**src/rtl/mem_access_unit_if.sv**
```systemverilog
// Data-memory request/response bus between the MEM-stage load/store unit (master)
// and data memory (slave): one ready/valid request channel plus a read-response strobe.
interface mem_access_unit_if;
    logic        mem_req_valid;
    logic        mem_req_ready;
    logic        mem_we;
    logic [31:0] mem_addr;
    logic [31:0] mem_wdata;
    logic [3:0]  mem_wstrb;
    logic        mem_rsp_valid;
    logic [31:0] mem_rdata;

    modport master (
        output mem_req_valid, mem_we, mem_addr, mem_wdata, mem_wstrb,
        input  mem_req_ready, mem_rsp_valid, mem_rdata
    );

    modport slave (
        input  mem_req_valid, mem_we, mem_addr, mem_wdata, mem_wstrb,
        output mem_req_ready, mem_rsp_valid, mem_rdata
    );
endinterface

```
**src/rtl/mem_access_unit.sv**
```systemverilog
// MEM-stage load/store unit: issues one data-memory access at a time, aligns and
// extends load data, and stalls the upstream pipeline until the access completes.
module mem_access_unit (
    input  logic                      clk,
    input  logic                      reset,
    input  logic                      ex_valid,
    input  logic [31:0]               ex_alu_result,
    input  logic [31:0]               ex_store_data,
    input  logic                      ex_mem_read,
    input  logic                      ex_mem_write,
    input  logic [1:0]                ex_size,
    input  logic                      ex_unsigned,
    output logic                      stall,
    output logic                      wb_valid,
    output logic [31:0]               wb_alu_result,
    output logic [31:0]               wb_data,
    output logic                      misalign,
    mem_access_unit_if.master         mem
);

    typedef enum logic [1:0] {IDLE, REQ, WAIT} state_t;

    state_t      state_q, state_d;
    logic [31:0] alu_q, alu_d;
    logic [1:0]  size_q, size_d;
    logic [1:0]  off_q, off_d;
    logic        uns_q, uns_d;
    logic        is_load_q, is_load_d;
    logic        wb_valid_q, wb_valid_d;
    logic [31:0] wb_alu_result_q, wb_alu_result_d;
    logic [31:0] wb_data_q, wb_data_d;
    logic        misalign_q, misalign_d;
    logic        req_valid_q, req_valid_d;
    logic        we_q, we_d;
    logic [31:0] addr_q, addr_d;
    logic [31:0] wdata_q, wdata_d;
    logic [3:0]  wstrb_q, wstrb_d;

    logic        ex_mem_op;
    logic        ex_misaligned;
    logic [3:0]  lane_strb;
    logic [31:0] lane_wdata;
    logic [7:0]  rsp_byte;
    logic [15:0] rsp_half;
    logic [31:0] load_ext;

    // A simultaneous read+write request is treated as a load.
    assign ex_mem_op     = ex_mem_read | ex_mem_write;
    assign ex_misaligned = (ex_size == 2'b01) ? ex_alu_result[0]
                         : (ex_size[1] ? (ex_alu_result[1:0] != 2'b00) : 1'b0);

    always_comb begin
        lane_strb  = 4'b1111;
        lane_wdata = ex_store_data;
        case (ex_size)
            2'b00: begin
                lane_strb  = 4'b0001 << ex_alu_result[1:0];
                lane_wdata = {4{ex_store_data[7:0]}};
            end
            2'b01: begin
                lane_strb  = ex_alu_result[1] ? 4'b1100 : 4'b0011;
                lane_wdata = {2{ex_store_data[15:0]}};
            end
            default: ;
        endcase
        if (ex_mem_read) begin
            lane_strb = 4'b0000;
        end
    end

    always_comb begin
        rsp_byte = 8'(mem.mem_rdata >> {off_q, 3'b000});
        rsp_half = off_q[1] ? mem.mem_rdata[31:16] : mem.mem_rdata[15:0];
        case (size_q)
            2'b00:   load_ext = {{24{~uns_q & rsp_byte[7]}}, rsp_byte};
            2'b01:   load_ext = {{16{~uns_q & rsp_half[15]}}, rsp_half};
            default: load_ext = mem.mem_rdata;
        endcase
    end

    // Upstream sees stall=0 exactly in the cycle an instruction retires or faults,
    // so it may present the next instruction after that edge.
    always_comb begin
        state_d         = state_q;
        alu_d           = alu_q;
        size_d          = size_q;
        off_d           = off_q;
        uns_d           = uns_q;
        is_load_d       = is_load_q;
        wb_valid_d      = 1'b0;
        wb_alu_result_d = wb_alu_result_q;
        wb_data_d       = wb_data_q;
        misalign_d      = 1'b0;
        req_valid_d     = req_valid_q;
        we_d            = we_q;
        addr_d          = addr_q;
        wdata_d         = wdata_q;
        wstrb_d         = wstrb_q;
        stall           = 1'b0;

        case (state_q)
            IDLE: begin
                if (ex_valid) begin
                    if (!ex_mem_op) begin
                        wb_valid_d      = 1'b1;
                        wb_alu_result_d = ex_alu_result;
                        wb_data_d       = 32'h0;
                    end else if (ex_misaligned) begin
                        misalign_d = 1'b1;
                    end else begin
                        stall       = 1'b1;
                        state_d     = REQ;
                        alu_d       = ex_alu_result;
                        size_d      = ex_size;
                        off_d       = ex_alu_result[1:0];
                        uns_d       = ex_unsigned;
                        is_load_d   = ex_mem_read;
                        req_valid_d = 1'b1;
                        we_d        = ~ex_mem_read;
                        addr_d      = {ex_alu_result[31:2], 2'b00};
                        wdata_d     = lane_wdata;
                        wstrb_d     = lane_strb;
                    end
                end
            end
            REQ: begin
                stall = 1'b1;
                if (mem.mem_req_ready) begin
                    req_valid_d = 1'b0;
                    if (is_load_q) begin
                        state_d = WAIT;
                    end else begin
                        stall           = 1'b0;
                        wb_valid_d      = 1'b1;
                        wb_alu_result_d = alu_q;
                        wb_data_d       = 32'h0;
                        state_d         = IDLE;
                    end
                end
            end
            WAIT: begin
                stall = 1'b1;
                if (mem.mem_rsp_valid) begin
                    stall           = 1'b0;
                    wb_valid_d      = 1'b1;
                    wb_alu_result_d = alu_q;
                    wb_data_d       = load_ext;
                    state_d         = IDLE;
                end
            end
            default: state_d = IDLE;
        endcase
    end

    always_ff @(posedge clk) begin
        if (reset) begin
            state_q         <= IDLE;
            alu_q           <= 32'h0;
            size_q          <= 2'b00;
            off_q           <= 2'b00;
            uns_q           <= 1'b0;
            is_load_q       <= 1'b0;
            wb_valid_q      <= 1'b0;
            wb_alu_result_q <= 32'h0;
            wb_data_q       <= 32'h0;
            misalign_q      <= 1'b0;
            req_valid_q     <= 1'b0;
            we_q            <= 1'b0;
            addr_q          <= 32'h0;
            wdata_q         <= 32'h0;
            wstrb_q         <= 4'b0000;
        end else begin
            state_q         <= state_d;
            alu_q           <= alu_d;
            size_q          <= size_d;
            off_q           <= off_d;
            uns_q           <= uns_d;
            is_load_q       <= is_load_d;
            wb_valid_q      <= wb_valid_d;
            wb_alu_result_q <= wb_alu_result_d;
            wb_data_q       <= wb_data_d;
            misalign_q      <= misalign_d;
            req_valid_q     <= req_valid_d;
            we_q            <= we_d;
            addr_q          <= addr_d;
            wdata_q         <= wdata_d;
            wstrb_q         <= wstrb_d;
        end
    end

    assign wb_valid          = wb_valid_q;
    assign wb_alu_result     = wb_alu_result_q;
    assign wb_data           = wb_data_q;
    assign misalign          = misalign_q;
    assign mem.mem_req_valid = req_valid_q;
    assign mem.mem_we        = we_q;
    assign mem.mem_addr      = addr_q;
    assign mem.mem_wdata     = wdata_q;
    assign mem.mem_wstrb     = wstrb_q;

endmodule

```
**src/flat_wrapper.sv**
```systemverilog
// flat-port wrapper written by rule: the top's interface ports become plain ports
module mem_access_unit_flat 
  (clk, reset, ex_valid, ex_alu_result, ex_store_data, ex_mem_read, ex_mem_write, ex_size, ex_unsigned, stall, wb_valid, wb_alu_result, wb_data, misalign, mem_mem_req_valid, mem_mem_we, mem_mem_addr, mem_mem_wdata, mem_mem_wstrb, mem_mem_req_ready, mem_mem_rsp_valid, mem_mem_rdata);
  mem_access_unit_if mem_i ();
  input  logic clk;
  input  logic reset;
  input  logic ex_valid;
  input  logic [31:0] ex_alu_result;
  input  logic [31:0] ex_store_data;
  input  logic ex_mem_read;
  input  logic ex_mem_write;
  input  logic [1:0] ex_size;
  input  logic ex_unsigned;
  output logic stall;
  output logic wb_valid;
  output logic [31:0] wb_alu_result;
  output logic [31:0] wb_data;
  output logic misalign;
  output wire logic [$bits(mem_i.mem_req_valid)-1:0] mem_mem_req_valid;
  output wire logic [$bits(mem_i.mem_we)-1:0] mem_mem_we;
  output wire logic [$bits(mem_i.mem_addr)-1:0] mem_mem_addr;
  output wire logic [$bits(mem_i.mem_wdata)-1:0] mem_mem_wdata;
  output wire logic [$bits(mem_i.mem_wstrb)-1:0] mem_mem_wstrb;
  input wire logic [$bits(mem_i.mem_req_ready)-1:0] mem_mem_req_ready;
  input wire logic [$bits(mem_i.mem_rsp_valid)-1:0] mem_mem_rsp_valid;
  input wire logic [$bits(mem_i.mem_rdata)-1:0] mem_mem_rdata;
  assign mem_mem_req_valid = mem_i.mem_req_valid;
  assign mem_mem_we = mem_i.mem_we;
  assign mem_mem_addr = mem_i.mem_addr;
  assign mem_mem_wdata = mem_i.mem_wdata;
  assign mem_mem_wstrb = mem_i.mem_wstrb;
  assign mem_i.mem_req_ready = mem_mem_req_ready;
  assign mem_i.mem_rsp_valid = mem_mem_rsp_valid;
  assign mem_i.mem_rdata = mem_mem_rdata;
  mem_access_unit u_core (.clk(clk), .reset(reset), .ex_valid(ex_valid), .ex_alu_result(ex_alu_result), .ex_store_data(ex_store_data), .ex_mem_read(ex_mem_read), .ex_mem_write(ex_mem_write), .ex_size(ex_size), .ex_unsigned(ex_unsigned), .stall(stall), .wb_valid(wb_valid), .wb_alu_result(wb_alu_result), .wb_data(wb_data), .misalign(misalign), .mem(mem_i));
endmodule
```
**config.mk**
```make
export PLATFORM = sky130hd
export DESIGN_NAME = mem_access_unit_flat
export DESIGN_NICKNAME = d
export VERILOG_FILES = /design/src/rtl/mem_access_unit_if.sv /design/src/rtl/mem_access_unit.sv /design/src/flat_wrapper.sv
export SDC_FILE = /design/constraint.sdc
export NUM_CORES = 1
export LEC_CHECK = 0
export CAP_MARGIN = 20
export CORE_UTILIZATION = 37
export CTS_CLUSTER_DIAMETER = 200
export DETAILED_ROUTE_END_ITERATION = 16
export HOLD_SLACK_MARGIN = 0.1
export PLACE_DENSITY = 0.71
export SETUP_SLACK_MARGIN = 0.5
export SYNTH_ARGS = -nofsm -noshare
export SYNTH_HDL_FRONTEND = slang
export SYNTH_SLANG_ARGS = --single-unit
```
**constraint.sdc**
```tcl
create_clock -name clk -period 4.65 [get_ports clk]
set_input_delay 0.93 -clock clk [delete_from_list [all_inputs] [get_ports clk]]
set_output_delay 0.93 -clock clk [all_outputs]
set_load 0.01 [all_outputs]
```
==> qor.yml <==
overflow: 0
dp_cells: 1138
drt_first_pass_iters: 5
min_period_over_period: 0.7958
clk_latency_ns: 0.42
syn2layout_area_growth_pct: 42.80
gp_congestion: 0.8057
synth_flop_cell: "dfxtp_1"
antenna_found_initial: 1
wire_per_inst_um: 17.59
fmax_mhz: 270.2
final_util: 0.5434
synth_top_family_by_area: "compound AO/OA/AOI/OAI gates"
dieWidth_um: 135.8
rrSetupSlack_ns: 1.71
setup_viol: 0
cts_sinks: 142
stdcell_area_um2: 9464
grt_pass1_wl_mm: 31.64
synth-seq-cells: 142
track_usage: 0.2249
critPathArrivalTime_ns: 2.77
synth_warnings: 0
drt_wl_total_mm: 20.56
cts_tree: "yes"
grt_pass1_vias: 5867
core_area_um2: 17420
syn_inst: 760
drv_slew: 0
yosysSeqAreaShare: 0.4289
synth_cell_type_count: 49
synth_mux_area_frac: 0.08930
hold_depth: 2
rsz0062_at_grt: "false"
grt_max_degree: 91
synth_area_um2: 6628
power_density_nw_per_um2: 359.3
port_buffers: 240
reg2regPathDepth: 7
synth_fa_ha_area_frac: 0.007551
tns_ns: 0
clk_pin_slew_worst_paths_ns: 0.06
drcViolationCount: 0
ant_nets: 0
first_iter_violations: 350
io_pins: 243
period_needed_ns: 3.701
worstMarginPinSlew_ns: 1.084
status: "finished clean"
finalHoldViolCount: 0
drv_cap: 0
cts_hold_buf: 0
die_area_um2: 18450
htreeDepth: 4
synth_compound_area_frac: 0.2354
worstPathMaxFanout: 7
synth-simple-area-share: 0.1508
die_h_um: 135.8
nNetsFinal: 1042
dp.final_hpwl_mm: 13.87
cts_root_buf: "clkbuf_16"
path_class: "in2out"
routed_via_density: 5.218
relSlewSlack: 0.2770
drive_gt1_frac: 0.07211
synth_xor_area_frac: 0
dpl_cell_area_um2: 8851
synth_edf_count: 0
worst_ep_required_time_ns: 3.72
p_leak_uw: 0.003238
numCtsBuffers: 17
cts_resized: 0
syn_avg_cell_area_um2: 8.721
clock_path_buffers: 2
finClkSkew_ns: 0.007756
placementRows: 48
post_cts_buffers: 0
worstSetupStartpointType: "input pin"
synth-async-reset-ratio: 0
ir_worst_vdd_mv: 0.2507
start_util: 0.3805
vias: 6100
endpoint_kind: "output pin"
hp-class: "reg2reg"
fin_cells: 1169
kinds of logic after synthesis:
| kind of cell | Yosys count |
|---|---|
| muxes | 58 |
| buffers and inverters | 104 |
| AOI/OAI and AO/OA | 227 |
| DFF | 142 |
| and+or+nand+nor | 224 |
| other | 1 |
| adders and majority gates | 4 |
worst max-delay path, cell delays in order:
cell             delay (ns)
clkdlybuf4s50_1        0.63
a2bb2oi_2              0.34
nand4_4                0.14
a31oi_1                0.14
clkdlybuf4s50_1        0.59
cell usage after synthesis, types with 18 or more instances:
| library cell | count | area (µm²) |
|---|---|---|
| o21ai_0 | 18 | 90.09 |
| mux2i_1 | 49 | 490.5 |
| a21oi_1 | 71 | 355.3 |
| nor2_1 | 33 | 123.9 |
| a22o_1 | 24 | 210.2 |
| nand2_1 | 143 | 536.8 |
| a211oi_1 | 41 | 307.8 |
| a31oi_1 | 34 | 212.7 |
| buf_4 | 39 | 292.8 |
| clkbuf_1 | 31 | 116.4 |
| buf_2 | 22 | 110.1 |
| nand2b_1 | 21 | 131.4 |
| dfxtp_1 | 142 | 2843 |
sequential cells by signal, indices dropped and copies added (netlist names):
signal                    cells
u_core.uns_q                  1
u_core.state_q                2
u_core.wb_data               32
u_core.mem.mem_wdata         32
u_core.size_q                 2
u_core.misalign               1
u_core.alu_q                 32
u_core.wb_valid               1
u_core.mem.mem_we             1
u_core.mem.mem_req_valid      1
u_core.is_load_q              1
u_core.wb_alu_result         32
u_core.mem.mem_wstrb          4
per-stage QoR:
stage	hold WS, ns	setup slack, ns	power [µW]
floorplan	0.4494	1.805	1698
global placement	0.4386	0.9676	1987
detailed placement	0.4457	0.9562	1993
CTS	0.4519	0.9542	3440
global route	0.4731	0.8504	3549
finish	0.4477	0.9494	3401
report_power, final:
part	switching [µW]	internal [µW]	total, µW
clock	531	904	1440
combinational	321	314	635
sequential	44.4	1290	1330
total	896	2500	3400
layout by cell type (no fill, tap or decap), drive strengths merged, types with 3 or more instances in the layout:
master,n
nor3,4
nand2b,21
inv,7
a31oi,35
nor2,33
buf,10
o32ai,8
clkinv,5
clkbuf,19
o21ai,20
ha,4
o221ai,8
mux2i,49
nor2b,9
nand2,144
clkdlybuf4s50,239
a21oi,71
a22o,24
dfxtp,142
o211ai,3
nand3,3
a311oi,8
bufinv,4
mux2,9
a211oi,41
worst paths after layout:
path	end	start
worst min-delay path	u_core.mem.mem_wstrb[3]	u_core.mem.mem_wstrb[3]
worst max register to register	u_core.wb_alu_result[11]	u_core.state_q[1]
worst min register to register	u_core.mem.mem_wstrb[3]	u_core.mem.mem_wstrb[3]
worst max-delay path	stall	ex_mem_read
final cells by class:
type / count / area, µm²
diodes: 1 / 2.502
clock buffers: 19 / 442.9
clock inverters: 11 / 167.7
fillers: 1622 / 7953
inverters: 7 / 26.28
multi-input cells: 515 / 3233
flip-flops and latches: 142 / 2843
well taps: 225 / 281.5
repair buffers: 249 / 2467
routing by layer:
metal,vias up,global-route usage,share of wire
li1,3023,-,-
met1,2846,0.2701,0.43
met2,213,0.3634,0.47
met3,18,0.09955,0.093
met4,0,0.05805,0.0099
met5,-,0,0
Power figures use the tool's default switching activity.
